[config.mk]
export PLATFORM = sky130hd
export DESIGN_NAME = reg_window_file
export DESIGN_NICKNAME = d
export VERILOG_FILES = /design/src/rtl/reg_window_file.sv
export SDC_FILE = /design/constraint.sdc
export NUM_CORES = 1
export LEC_CHECK = 0
export CAP_MARGIN = 20
export CORE_MARGIN = 8
export CORE_UTILIZATION = 58
export DETAILED_ROUTE_END_ITERATION = 10
export HOLD_SLACK_MARGIN = 0.03
export PLACE_DENSITY = 0.8
export SLEW_MARGIN = 20
export SYNTH_ARGS = -nofsm -noshare
export SYNTH_HDL_FRONTEND = slang
export SYNTH_SLANG_ARGS = --single-unit
[constraint.sdc]
create_clock -name clk -period 8.3 [get_ports clk]
set_input_delay 1.66 -clock clk [delete_from_list [all_inputs] [get_ports clk]]
set_output_delay 1.66 -clock clk [all_outputs]
set_load 0.03 [all_outputs]
[src/rtl/reg_window_file.sv]
// Windowed register file: 8 physical registers seen through a 4-register logical window
// that advances by two per window step. Optional REG_WINDOW_BYPASS_EN forwards same-cycle writes to reads.
module reg_window_file #(
   parameter int WIDTH = 16
) (
   input  logic             clk,
   input  logic             rst,
   input  logic             reg_write,
   input  logic             ld_window,
   input  logic [1:0]       window_in,
   input  logic [1:0]       ri_addr,
   input  logic [1:0]       rj_addr,
   input  logic [1:0]       wr_addr,
   input  logic [WIDTH-1:0] wr_data,
   output logic [WIDTH-1:0] rd_data_i,
   output logic [WIDTH-1:0] rd_data_j,
   output logic             rd_valid_i,
   output logic             rd_valid_j,
   output logic [1:0]       window_out
);

   logic [WIDTH-1:0] regs_q [8];
   logic [WIDTH-1:0] regs_d [8];
   logic [7:0]       valid_q;
   logic [7:0]       valid_d;
   logic [1:0]       wp_q;
   logic [1:0]       wp_d;

   logic [2:0]       ri_phys;
   logic [2:0]       rj_phys;
   logic [2:0]       wr_phys;
   logic [WIDTH-1:0] data_i;
   logic [WIDTH-1:0] data_j;
   logic             valid_i;
   logic             valid_j;

   // 3-bit sum wraps naturally, giving (2*wp + n) mod 8
   function automatic logic [2:0] map_phys(input logic [1:0] wp, input logic [1:0] n);
      map_phys = {wp, 1'b0} + {1'b0, n};
   endfunction

   assign ri_phys = map_phys(wp_q, ri_addr);
   assign rj_phys = map_phys(wp_q, rj_addr);
   assign wr_phys = map_phys(wp_q, wr_addr);

   // Next-state: writes use the current (old) window even when the window loads in the same cycle
   always_comb begin
      regs_d  = regs_q;
      valid_d = valid_q;
      wp_d    = wp_q;
      if (reg_write) begin
         regs_d[wr_phys]  = wr_data;
         valid_d[wr_phys] = 1'b1;
      end else begin
         valid_d = valid_q;
      end
      if (ld_window) begin
         wp_d = window_in;
      end else begin
         wp_d = wp_q;
      end
   end

   // State registers with asynchronous clear
   always_ff @(posedge clk or posedge rst) begin
      if (rst) begin
         for (int k = 0; k < 8; k++) begin
            regs_q[k] <= '0;
         end
         valid_q <= 8'h00;
         wp_q    <= 2'd0;
      end else begin
         regs_q  <= regs_d;
         valid_q <= valid_d;
         wp_q    <= wp_d;
      end
   end

   // Read muxes, with optional same-cycle write forwarding
   always_comb begin
      data_i  = regs_q[ri_phys];
      data_j  = regs_q[rj_phys];
      valid_i = valid_q[ri_phys];
      valid_j = valid_q[rj_phys];
`ifdef REG_WINDOW_BYPASS_EN
      if (reg_write && (wr_phys == ri_phys)) begin
         data_i  = wr_data;
         valid_i = 1'b1;
      end else begin
         data_i  = regs_q[ri_phys];
         valid_i = valid_q[ri_phys];
      end
      if (reg_write && (wr_phys == rj_phys)) begin
         data_j  = wr_data;
         valid_j = 1'b1;
      end else begin
         data_j  = regs_q[rj_phys];
         valid_j = valid_q[rj_phys];
      end
`else
      data_i  = regs_q[ri_phys];
      data_j  = regs_q[rj_phys];
      valid_i = valid_q[ri_phys];
      valid_j = valid_q[rj_phys];
`endif
   end

   // Reset masks the outputs so forwarded write data cannot leak out while rst is high
   always_comb begin
      if (rst) begin
         rd_data_i  = '0;
         rd_data_j  = '0;
         rd_valid_i = 1'b0;
         rd_valid_j = 1'b0;
         window_out = 2'd0;
      end else begin
         rd_data_i  = data_i;
         rd_data_j  = data_j;
         rd_valid_i = valid_i;
         rd_valid_j = valid_j;
         window_out = wp_q;
      end
   end

endmodule

# Yosys cells after proc, flatten, opt, wreduce, memory -nomap -nowiden
# Cells that the tools add are included.
# op_classes
addsub,3
magnitude_cmp,8
mux,20
n_bitwise,4
n_reduce_logical,2
# ops
operator,count
$bwmux 128,1
$mux 16,7
$bmux 16 s3,2
$demux 16 s3,1
$ge 4x4->1 const B,3
$lt 3x4->1 const B,3
$not 3->4,3
$add 3x2->3,3
$or 8x8->8,1
$bmux 1 s3,2
$mux 1,5
$lt 4x1->1 const B,1
$demux 1 s3,1
$ge 3x1->1 const B,1
$logic_and 1x1->1,2
$mux 2,1
# totals
register_bits,138
input_bits,28
output_inout_bits,36
wordCells,47

# Longest topological paths before layout
# logic_depth
ltp_word,7
mapped_depth,6
ltp_nobuf,4

# Worst setup path before layout
# No wires, ideal clock.
# synth_timing
kind,input to output
from,input rst
to,output rd_data_i[14]
arrival_ns,5.770
required_time_ns,6.640
path_slack_ns,0.870
cell_stages,5
path_buffers,2
cell_sequence,inv_1 -> and2_1 -> buf_1 -> clkbuf_1 -> a22o_1
# synth_between
elab_chain_cells,1
# synth_rtl
item,line_no,rtl
start: declaration,7,"input logic rst,"
$mux 16,110,if (rst) begin
end: declaration,15,"output logic [WIDTH-1:0] rd_data_i,"
# Every way passes these cells.

# Worst setup path after layout
# layout_timing
from,input rst
to,output rd_data_j[12]
# layout_between
elab_chain_cells,1
# layout_rtl
item,line_no,rtl
$mux 16,110,
end: declaration,16,"output logic [WIDTH-1:0] rd_data_j,"
# Every way passes these cells.

==> results.md <==
- Post-Syn Area: just over 0.007 mm²
- Diode count: 0
- Slowest stage delay, CP: slightly below 900 ps
- CP max stage cell: and2_1
- CORE AREA: 0.0121 mm²
- Post-CTS sizing: 0
- Main synth FF type: dfrtp_1
- Clk_skew: 6.17 ps
- Register area share after synthesis: 0.481
- Maxcap violations: 0
- Largest area contributor in the netlist: dfrtp_1
- Worst Hold Launch: valid_q[5]
- Avg WL per Cell: ~26 µm
- Die Span X: 127 µm
- Type of origin of the critical path: primary input
- Drt pass-1 iters: 4
- DRC: 0
- Fmax: 0.158 GHz
- Netlist cell types: 23
- Fin util: 0.703
- Clock tree sinks: 138
- Post-DP Area: 0.00793 mm²
- Post-DP HPWL: a little under 10000 µm
- Final worst slack: 1970 ps
- Crit path top cell by count: clkdlybuf4s50_1
- Hold Buf Count CTS: 0
- Non-filler cells, final: 672
- CTS clock-pin slew for the worst setup and hold paths: 50 ps
- R2R Setup Slk: 5750 ps
- Worst Hold Path EP: valid_q[5]
- Layout cell share with drive strength beyond 1: 0.504
- Place WS: 1890 ps
- Reg2Reg Depth: 4
- Period Utilization, post-route: 0.763
- Pwr Total: 2.80 mW
- Slew @ Worst Pin: 1090 ps
- Vias in the first global route: 4779
- Leakage: around 3.4 nW
- Area growth syn-to-layout: 18.1%
- Postcts setup bufs: 0
- Drt initial violations: 321
- Pins Over Slew Limit: 0
- Clock Latency Late Sink: around 420 ps
- Hold Path Depth: 1
- Worst EP arrival: 4670 ps
- Tmin final: ~6300 ps
- Tot GR Track Use: 0.222
- DR vias: 4447
- Kind of critical path: in2out
- Crit-path cells: clkdlybuf4s50_1 -> inv_4 -> and2_1 -> a22o_1 -> clkdlybuf4s50_1
- Wire length after detailed routing: about 17000 µm
- RSZ-0062 raised after global routing: false
- Async SR Flop Fraction: 1.00
- Initial Util: 0.595
- Post-Layout Inst Area: 0.00848 mm²
- CTS H-tree lvls: 4
- Fin. Hold Viols: 0
- Row cnt: 40
- CP required: 6640 ps
- Most instantiated cells after synthesis: dfrtp_1 (138), mux2_2 (130), mux4_2 (68)
- Max Buffers Root-to-Sink: 2
- Final Net Count: between 500 and 600
- TNS Setup: 0 ps
- TritonCTS buffer count: 17
- Status: completed
- Die ar.: roughly 0.016 mm²
- CTS tree: yes
- IO Pins: 64
- Worst Hold Class: reg2reg
- Yosys warns: 0
- Maximum vdd drop: approximately 0.00019 V
- Die height: 127 µm
- First-pass GRT wire length: 27200 µm
- PD cells: 330 mW/mm²
- Post-synthesis net count: 466
- Worst Setup End Kind: output pin
- Vias per cell: 6.62
- Root Driver: clkbuf_16
- EDFF count, synth: 0
- Worst r2r dst: regs_q[69]
- Final ANT Viol Nets: 0
- Max_slew headroom: 0.271
- RR Startpoint: wp_q[0]
- Placed Cells: 642
- Cells after synthesis: 435
- Yosys reg bits: 138
- Hold_ws: just under 500 ps
- Top-area cell type share of the netlist area: 0.481
- Maximum net fanout on the critical path: 65
- Total gr overflow: 0
- Largest net degree at the start of global routing: between 70 and 80
- Initial antenna violation count: 0
- Count leader, synth: dfrtp_1
- Gp weighted congestion: 0.733
- Syn_area_per_cell: 16.5 µm²
- PortBufs: 63
- Final Setup Violations: 0
- Top cells by area, synth: dfrtp_1 (48%), mux4_2 (21%), mux2_2 (20%)
==> worst max-delay path, delay by kind of cell <==
| kind | cells | cell delay [ps] |
|---|---|---|
| AOI/OAI and AO/OA | 1 | 280 |
| and+or+nand+nor | 1 | 880 |
| buffers and inverters | 3 | 1830 |
==> placed cells by master, fill, tap and decap left out <==
cell type	Yosys	final
a22o_1	34	34
and2_1	2	2
buf_2	14	2
buf_4	4	8
bufinv_16	0	1
clkbuf_1	12	1
clkbuf_16	0	17
clkbuf_8	0	4
clkdlybuf4s50_1	0	61
clkinv_2	0	5
clkinvlp_4	0	2
dfrtp_1	138	138
ha_1	3	1
ha_2	0	2
inv_4	0	1
mux2_2	130	130
mux4_2	68	68
nand2_1	1	1
nand2b_1	5	5
nand3_2	2	2
nand4_2	2	2
nor2_1	2	2
nor2b_1	3	3
nor3_2	3	3
nor3_4	1	1
or2_2	4	4
xnor2_2	1	1
xor2_1	2	2
xor2_2	1	1
==> cell families (layout without fill, tap and decap cells) <==
family                   after synthesis  in the layout  share of synthesized area
multiplexers                         198            198                      0.417
flip-flops                           138            138                      0.481
buffers and inverters                 33            102                     0.0218
XOR/XNOR                               4              4                    0.00697
AO/OA/AOI/OAI                         34             34                     0.0415
adder cells (fa/ha/maj)                3              3                    0.00523
AND/OR/NAND/NOR                       25             25                     0.0265
==> flip-flops by register name (all words and copies together) (netlist names) <==
signal,cells
wp_q,2
valid_q,8
regs_q,128
==> per-layer routing <==
metal	up-vias	track usage	part of all wire
li1	1845	-	-
met1	2383	0.286	0.40
met2	190	0.347	0.49
met3	29	0.0636	0.084
met4	0	0.0938	0.020
met5	-	0	0
==> cell type report <==
type                       instances  area, µm²
clock buffer                      22        484
clock inverter                     8       70.1
fill                             780       3580
inverter                           1       6.26
multi-input combinational        264       3580
sequential                       138       3450
tap                              168        210
timing repair buffer              71        681
==> worst max path at each step <==
stage / startpoint / endpoint / cells after the start
floorplan: rst / rd_data_i[14] / 5
global placement: rst / rd_data_j[3] / 5
detailed placement: rst / rd_data_i[3] / 5
CTS: rst / rd_data_j[12] / 5
global route: rst / rd_data_i[6] / 5
finish: rst / rd_data_j[12] / 5
==> report_power, final <==
part           total [mW]  switching [mW]  internal [mW]
combinational       0.958           0.386          0.572
clock               0.712           0.275          0.437
sequential           1.13           0.188          0.938
total                2.80           0.849           1.95
Power figures use the tool's default switching activity.
